<file path="config.mk">
export PLATFORM = sky130hd
export DESIGN_NAME = ex_div
export DESIGN_NICKNAME = d
export VERILOG_FILES = /design/src/rtl/ex_div.sv
export SDC_FILE = /design/constraint.sdc
export NUM_CORES = 1
export LEC_CHECK = 0
export CORE_UTILIZATION = 53
export CTS_BUF_LIST = sky130_fd_sc_hd__clkbuf_8 sky130_fd_sc_hd__clkbuf_16
export DETAILED_ROUTE_END_ITERATION = 10
export GPL_TIMING_DRIVEN = 0
export HOLD_SLACK_MARGIN = 0.05
export PLACE_DENSITY = 0.76
export SYNTH_ARGS = -nofsm -noshare
export SYNTH_HDL_FRONTEND = slang
export SYNTH_SLANG_ARGS = --single-unit
</file>
<file path="constraint.sdc">
create_clock -name clk -period 6.3 [get_ports clk]
set_input_delay 0.945 -clock clk [delete_from_list [all_inputs] [get_ports clk]]
set_output_delay 0.945 -clock clk [all_outputs]
set_load 0.02 [all_outputs]
</file>
<file path="src/rtl/ex_div.sv">
// ex_div: iterative restoring divider for the EX stage (MIPS DIV/DIVU).
// It produces one quotient bit per cycle: WIDTH iterations, then one result
// cycle. While it works it holds the pipeline by raising stall_o.
//
// Ports:
//   clk, rst          rising-edge clock, synchronous active-high reset
//   start_i           request a divide (sampled only in IDLE)
//   signed_i          1 = DIV (two's complement), 0 = DIVU
//   dividend_i        dividend (rs)
//   divisor_i         divisor (rt)
//   cancel_i          pipeline flush: abort the current or pending divide
//   hi_o / lo_o       remainder / quotient, registered, held between results
//   ready_o           one-cycle pulse, asserted while hi_o/lo_o are new
//   stall_o           pipeline hold request
module ex_div #(
  parameter int WIDTH = 32
) (
  input  logic             clk,
  input  logic             rst,
  input  logic             start_i,
  input  logic             signed_i,
  input  logic [WIDTH-1:0] dividend_i,
  input  logic [WIDTH-1:0] divisor_i,
  input  logic             cancel_i,
  output logic [WIDTH-1:0] hi_o,
  output logic [WIDTH-1:0] lo_o,
  output logic             ready_o,
  output logic             stall_o
);

  localparam int CW = (WIDTH > 1) ? $clog2(WIDTH) : 1;

  typedef enum logic [1:0] {IDLE, BUSY, DONE} state_e;

  state_e           state_q, state_d;
  logic [CW-1:0]    cnt_q, cnt_d;
  logic [WIDTH-1:0] rem_q, rem_d, quo_q, quo_d, dvs_q, dvs_d;
  logic [WIDTH-1:0] hi_q, hi_d, lo_q, lo_d;
  logic             qneg_q, qneg_d, rneg_q, rneg_d;

  logic             a_neg, b_neg;
  logic [WIDTH-1:0] a_mag, b_mag;
  logic [WIDTH:0]   rem_sh, trial;
  logic [WIDTH-1:0] rem_nx, quo_nx;

  // Operand magnitudes: only signed divides with a set MSB get negated.
  always_comb begin
    a_neg = signed_i & dividend_i[WIDTH-1];
    b_neg = signed_i & divisor_i[WIDTH-1];
    a_mag = a_neg ? -dividend_i : dividend_i;
    b_mag = b_neg ? -divisor_i  : divisor_i;
  end

  // One restoring step. The partial remainder is shifted into WIDTH+1 bits
  // because it can exceed WIDTH bits before the trial subtraction when the
  // divisor is large. rem < divisor keeps the trial's MSB a valid sign.
  always_comb begin
    rem_sh = {rem_q, quo_q[WIDTH-1]};
    trial  = rem_sh - {1'b0, dvs_q};
    rem_nx = trial[WIDTH] ? rem_sh[WIDTH-1:0] : trial[WIDTH-1:0];
    quo_nx = {quo_q[WIDTH-2:0], ~trial[WIDTH]};
  end

  always_comb begin
    state_d = state_q;
    cnt_d   = cnt_q;
    rem_d   = rem_q;
    quo_d   = quo_q;
    dvs_d   = dvs_q;
    qneg_d  = qneg_q;
    rneg_d  = rneg_q;
    hi_d    = hi_q;
    lo_d    = lo_q;
    unique case (state_q)
      IDLE: begin
        if (start_i && !cancel_i) begin
          if (divisor_i == '0) begin
            // Divide-by-zero: fixed result, no iterations.
            lo_d    = '1;
            hi_d    = dividend_i;
            state_d = DONE;
          end else begin
            rem_d   = '0;
            quo_d   = a_mag;
            dvs_d   = b_mag;
            qneg_d  = a_neg ^ b_neg;
            rneg_d  = a_neg;
            cnt_d   = '0;
            state_d = BUSY;
          end
        end
      end
      BUSY: begin
        if (cancel_i) begin
          state_d = IDLE;
        end else begin
          rem_d = rem_nx;
          quo_d = quo_nx;
          cnt_d = cnt_q + 1'b1;
          if (cnt_q == CW'(WIDTH-1)) begin
            // Last step: sign-correct straight into the result registers.
            lo_d    = qneg_q ? -quo_nx : quo_nx;
            hi_d    = rneg_q ? -rem_nx : rem_nx;
            state_d = DONE;
          end
        end
      end
      DONE:    state_d = IDLE;
      default: state_d = IDLE;
    endcase
  end

  always_ff @(posedge clk) begin
    if (rst) begin
      state_q <= IDLE;
      cnt_q   <= '0;
      rem_q   <= '0;
      quo_q   <= '0;
      dvs_q   <= '0;
      qneg_q  <= 1'b0;
      rneg_q  <= 1'b0;
      hi_q    <= '0;
      lo_q    <= '0;
    end else begin
      state_q <= state_d;
      cnt_q   <= cnt_d;
      rem_q   <= rem_d;
      quo_q   <= quo_d;
      dvs_q   <= dvs_d;
      qneg_q  <= qneg_d;
      rneg_q  <= rneg_d;
      hi_q    <= hi_d;
      lo_q    <= lo_d;
    end
  end

  assign hi_o    = hi_q;
  assign lo_o    = lo_q;
  assign ready_o = (state_q == DONE);
  // Stall is raised in the request cycle itself so EX holds the divide;
  // it falls in DONE, releasing the pipeline as the result appears.
  assign stall_o = !rst && (((state_q == IDLE) && start_i && !cancel_i) ||
                            (state_q == BUSY));

endmodule
</file>
* Word level (Yosys, flattened, before mapping)
Cells that the tools add are included.
** Cells by class
- Add/sub/neg operators :: 6
- $mul :: 0
- Div/mod/pow operators :: 0
- Magnitude comparators :: 0
- Eq/ne operators :: 9
- Shifts and indexed selects :: 0
- Muxes and demuxes :: 32
- Bitwise operators :: 5
- Reduce and logical (&&, ||, !) cells :: 14
** Operators by type and width (count)
- 2-to-1 mux 32 bit :: 19
- case mux 32 bit (2 select lines) :: 4
- negation 32 bit :: 4
- subtractor 33 x 32 -> 33 bit :: 1
- zero test 32 bit :: 1
- 2-to-1 mux 5 bit :: 3
- inequality test 2 bit, second input constant :: 5
- case mux 5 bit (2 select lines) :: 1
- 2-to-1 mux 2 bit :: 4
- adder 5 x 1 -> 5 bit, second input constant :: 1
- equality test 5 bit, second input constant :: 1
- AND reduction 5 bit :: 1
- logical AND 1 bit :: 4
- case mux 2 bit (2 select lines) :: 1
- AND reduction 4 bit :: 1
- inequality test 3 bit, second input constant :: 1
- AND reduction 3 bit :: 1
- bitwise AND 1 bit :: 2
- equality test 2 x 1 -> 1 bit, second input constant :: 1
- equality test 2 bit, second input constant :: 1
- zero test 1 bit :: 2
- zero test 2 bit :: 1
- NOT 1 bit :: 2
- AND reduction 2 bit :: 1
- 3 further kinds :: 3
** Storage, ports and cells
- Register bits :: 169
- Bits in latches :: 0
- Bits in writable memories :: 0
- Memory bits (read-only) :: 0
- Bits of input ports :: 69
- Output and inout port bits :: 66
- Logic and storage cells :: 75
- Memories kept :: 0

* Logic depth before layout (Yosys ltp)
- Word-level depth :: 7
- Mapped depth :: 24
- Mapped depth without buffers :: 21

* Worst setup path after synthesis
No wires, ideal clock.
- Path kind :: reg2reg
- Start point :: register quo_q[31]
- End point :: register lo_q[28], in the netlist lo_o[28]
- Library setup time :: 0.133 ns
- Arrival time :: 4.842 ns
- Data required time :: 6.167 ns
- Setup slack :: 1.325 ns
- Stages on the path, launching flop included :: 23
- Buffers on the path :: 3
- Clock period less this slack :: 4.975 ns
- Cells stage by stage :: dfxtp_1 -> inv_1 -> ha_1 -> inv_1 -> fa_1 -> nand3_1 -> a21oi_1 -> o211ai_1 -> a2111oi_2 -> o21a_1 -> buf_2 -> nor2_4 -> inv_1 -> clkbuf_1 -> clkbuf_1 -> ha_1 -> nand3_1 -> or2_2 -> or4_1 -> or3_1 -> o21ai_0 -> xor2_1 -> a21oi_1
** Between the ends
- Cells in the longest elaborated chain, start to end :: 7
** RTL lines
- from (decl) :: line 37 : logic [WIDTH-1:0] rem_q, rem_d, quo_q, quo_d, dvs_q, dvs_d;
- from (signal assigned) :: line 128 : quo_q <= quo_d;
- subtractor 33 x 32 -> 33 bit :: line 59 : trial = rem_sh - {1'b0, dvs_q};
- NOT 1 bit :: line 61 : quo_nx = {quo_q[WIDTH-2:0], ~trial[WIDTH]};
- negation 32 bit :: line 102 : lo_d = qneg_q ? -quo_nx : quo_nx;
- 2-to-1 mux 32 bit :: line 102
- 2-to-1 mux 32 bit :: line 100 : if (cnt_q == CW'(WIDTH-1)) begin
- 2-to-1 mux 32 bit :: line 94 : if (cancel_i) begin
- case mux 32 bit (2 select lines) :: line 74 : unique case (state_q)
- to (signal assigned) :: line 133 : lo_q <= lo_d;
- to (decl) :: line 38 : logic [WIDTH-1:0] hi_q, hi_d, lo_q, lo_d;
No other way between the ends. The select of a mux whose other input is x is not followed.
A chain may end at the register's enable or synchronous reset.

* Worst setup path in the final report
- Start point :: register quo_q[31]
- End point :: register hi_q[18], in the netlist hi_o[18]
** Between the ends
- Cells in the longest elaborated chain, start to end :: 7
** RTL lines
- subtractor 33 x 32 -> 33 bit :: line 59
- 2-to-1 mux 32 bit (*) :: line 60 : rem_nx = trial[WIDTH] ? rem_sh[WIDTH-1:0] : trial[WIDTH-1:0];
- negation 32 bit :: line 103 : hi_d = rneg_q ? -rem_nx : rem_nx;
- 2-to-1 mux 32 bit (*) :: line 103
- 2-to-1 mux 32 bit (*) :: line 100
- 2-to-1 mux 32 bit (*) :: line 94
- case mux 32 bit (2 select lines) (*) :: line 74
- to (signal assigned) :: line 132 : hi_q <= hi_d;
- to (decl) :: line 38
Mark *: on every way between the ends. The rest lies on a longest branch, timed or not. The select of a mux whose other input is x is not followed.

==> results.md <==
- Distinct cells, synth: 77
- Crit. End Element: flop
- Share of cells above drive strength 1: 0.0488
- Net Sw Frac: 0.336
- H-tree depth: 4
- Relative slew slack: 0.287
- Post-synth EDFFs: 0
- Routability cong.: around 1.0
- Clock latency on the worst-skew pair: between 0.4 and 0.5 ns
- CORE AREA: approximately 21000 um2
- Final setup vio count: 0
- Initial core utilization: 0.548
- Die X: roughly 150 um
- Placed Cells: a little under 2000
- Post-route antenna net violation count: 0
- Worst reg-to-reg setup slack: around 0.19 ns
- Hold endpoint: dvs_q[25]
- Synthesis Warnings: 0
- Synth area leaders: dfxtp_1, nor2_1, a21oi_1, xnor2_1, xor2_1
- Wire per inst: between 20 and 25 um
- Hold Path Stages: 2
- CP max FO: 10
- Largest net degree at the start of global routing: 18
- Area growth syn-to-layout: 20.1%
- Sequential-to-total area share from yosys stat: 0.290
- TritonCTS clock tree: done
- Hold wc startpoint: dvs_q[25]
- Worst Hold Margin: 0.460 ns
- Clock Sinks: 169
- Final net count: around 1800
- Initial drt markers: 1347
- WL final: between 40 and 50 mm
- Slew Limit Fails: 0
- Reg power frac: 0.403
- Slew @ Worst Pin: ~1.1 ns
- Vias per cell: between 6 and 7
- Top cells by count, synth: nor2_1, dfxtp_1, a21oi_1, nand2_1, o21ai_0
- Worst Skew: around 0.0099 ns
- DR pass1 iterations: 6
- Root cell of the clock tree: clkbuf_16
- Worst Hold Class: flop to flop
- Count leader, synth: nor2_1
- Cts hold-fix bufs: 0
- Worst R2R Start: quo_q[31]
- Global-route usage over all layers: 0.382
- Peak supply drop: between 0.15 and 0.2 mV
- IO Count: 135
- P per Cell Area: 199 nW/um2
- MaxCap Viol Count: 0
- Vias in the first global route: 11800
- Die ar.: approximately 23000 um2
- Routed vias: around 13000
- Mapped Area: 11700 um2
- Critical path type: flop to flop
- Min Clock Period, post-route: ~6 ns
- Cell Int Power: roughly 1.9 mW
- Top-area cell type share of the netlist area: 0.290
- Syn_area_per_cell: ~7.4 um2
- Reg2Reg Depth: 24
- Initial antenna violation count: 0
- Static Leak: about 5.2 nW
- CTS Buf Count: 17
- Residual DRC: 0
- Row cnt: 53
- Fraction of registers with async set/reset: 0
- #FFs+latches synth: ~170
- Clock-pin slew on the worst setup and hold paths: 0.07 ns
- Combinational Power Share: 0.220
- Synth Flop Type: dfxtp_1
- Clock power share: 0.377
- Maximum clock path buffer count: 2
- Fin. Hold Viols: 0
- Unrepaired setup endpoints after global routing: no
- Switching pwr: ~0.94 mW
- Worst EP arrival: approximately 6.5 ns
- Worst R2R End: hi_o[18]
- First-pass GRT wire length: about 65 mm
- DP Wirelength: 33.7 mm
- Die Y: about 150 um
- Syn Inst Count: 1574
- Worst EP required: roughly 6.7 ns
- Fmax: ~160 MHz
- Ant diodes: 0
- Total gr overflow: 0
- Synthesized net count: about 1700
- Tcrit/Tclk final: 0.969
- Startpoint types: flop
- Status: completed
- Yosys top cell by area: dfxtp_1
- Non-filler instance count after layout: around 2000
- IO Port Bufs: 133
-- worst max-delay path, stage by stage, from the launching register on --
cell and delay, ns:
dfxtp_1 0.45, inv_1 0.07, ha_1 0.23, inv_1 0.07, fa_1 0.21, nand3_1 0.12, a21oi_1 0.30, o211ai_1 0.14
buf_4 0.18, a2111oi_4 0.48, o21a_1 0.16, buf_2 0.27, nor2_4 0.16, inv_2 0.19, clkbuf_4 0.28, clkbuf_4 0.33
nor2_1 0.10, a21oi_2 0.29, ha_1 0.33, nor4b_1 0.37, mux2i_2 0.28, o21ai_0 0.26, xor2_1 0.29, nand2_1 0.14
a311oi_1 0.28
-- sequential cells by signal, indices dropped and copies added, names as in the netlist --
register  flops
lo_o         32
state_q       2
rneg_q        1
cnt_q         5
quo_q        32
dvs_q        32
hi_o         32
qneg_q        1
rem_q        32
-- layout make-up --
cell class | instances | area [um2]
clock buffers | 18 | 439
repair buffers | 137 | 1360
clock inverters | 14 | 130
fillers | 1921 | 7270
plain buffers | 96 | 384
well taps | 275 | 344
flip-flops and latches | 169 | 3380
inverters | 56 | 210
multi-input cells | 1253 | 7760
-- cell families after synthesis --
logic type               synth area share
AND/OR/NAND/NOR                     0.216
AO/OA/AOI/OAI                       0.274
flip-flops                          0.290
buffers and inverters              0.0500
XOR/XNOR                            0.101
adder cells (fa/ha/maj)            0.0424
multiplexers                       0.0269
-- power groups by stage --
stage | sequential (mW) | clock (mW) | combinational (mW)
6_report | 1.12 | 1.05 | 0.614
5_1_grt | 1.13 | 1.10 | 0.661
4_1_cts | 1.12 | 1.04 | 0.595
3_5_place_dp | 1.15 | 0 | 0.587
3_3_place_gp | 1.15 | 0 | 0.581
2_1_floorplan | 1.14 | 0 | 0.386
-- cells in the final DEF (no fill, tap or decap), types with 7 or more instances in the layout --
cell,count
xor2_1,66
buf_2,8
o31ai_1,30
a31oi_1,17
o41ai_1,11
o211ai_1,8
xnor2_1,68
ha_1,38
nand4_1,12
a21o_1,13
nor3_1,37
clkdlybuf4s50_1,133
nor2b_1,8
o21ai_0,104
a311oi_1,23
nand3_1,21
and3_1,15
nand2_1,123
a22oi_1,18
a221oi_1,9
or3_1,14
a21oi_1,151
a21boi_0,7
mux2_2,11
mux2i_1,17
nor2_1,250
clkbuf_16,17
dfxtp_1,169
inv_1,56
or4_1,11
nor4_1,13
a211oi_1,66
clkbuf_1,82
-- how the worst max path moves through the flow --
stage | from | end | slack, ns
2_1_floorplan | quo_q[31] | lo_o[28] | 1.33
3_3_place_gp | quo_q[31] | hi_o[26] | -1.00
3_5_place_dp | quo_q[31] | hi_o[26] | -1.07
4_1_cts | quo_q[31] | hi_o[26] | 0.02
5_1_grt | quo_q[31] | lo_o[28] | 0.01
6_report | quo_q[31] | hi_o[18] | 0.19
-- per-layer routing --
metal	vias up	routed length (um)	global-route usage	part of all wire
met5	-	0	0	0
met4	0	2260	0.202	0.053
met3	147	3650	0.0588	0.085
met2	686	20000	0.638	0.47
met1	5883	17000	0.471	0.40
li1	6006	-	-	-
-- stage by stage --
stage	cell area, um2	utilization	setup slack [ns]	setup TNS, ns	power (mW)
2_1_floorplan	11700	-	1.33	0	1.53
3_3_place_gp	13400	0.627	-1.00	-10.00	1.73
3_5_place_dp	13400	0.627	-1.07	-10.83	1.73
4_1_cts	14000	0.656	0.0226	0	2.76
5_1_grt	14000	0.658	0.0146	0	2.88
6_report	14000	0.658	0.193	0	2.79
-- timing repair --
item / in CTS / in global routing
pin swaps: 1 / 1
endpoints found under the setup margin: 17 / 16
endpoints found under the hold margin: 0 / 0
resized for setup: 9 / 11
buffers inserted: 2 / 2
(Power assumes the default switching activity.)
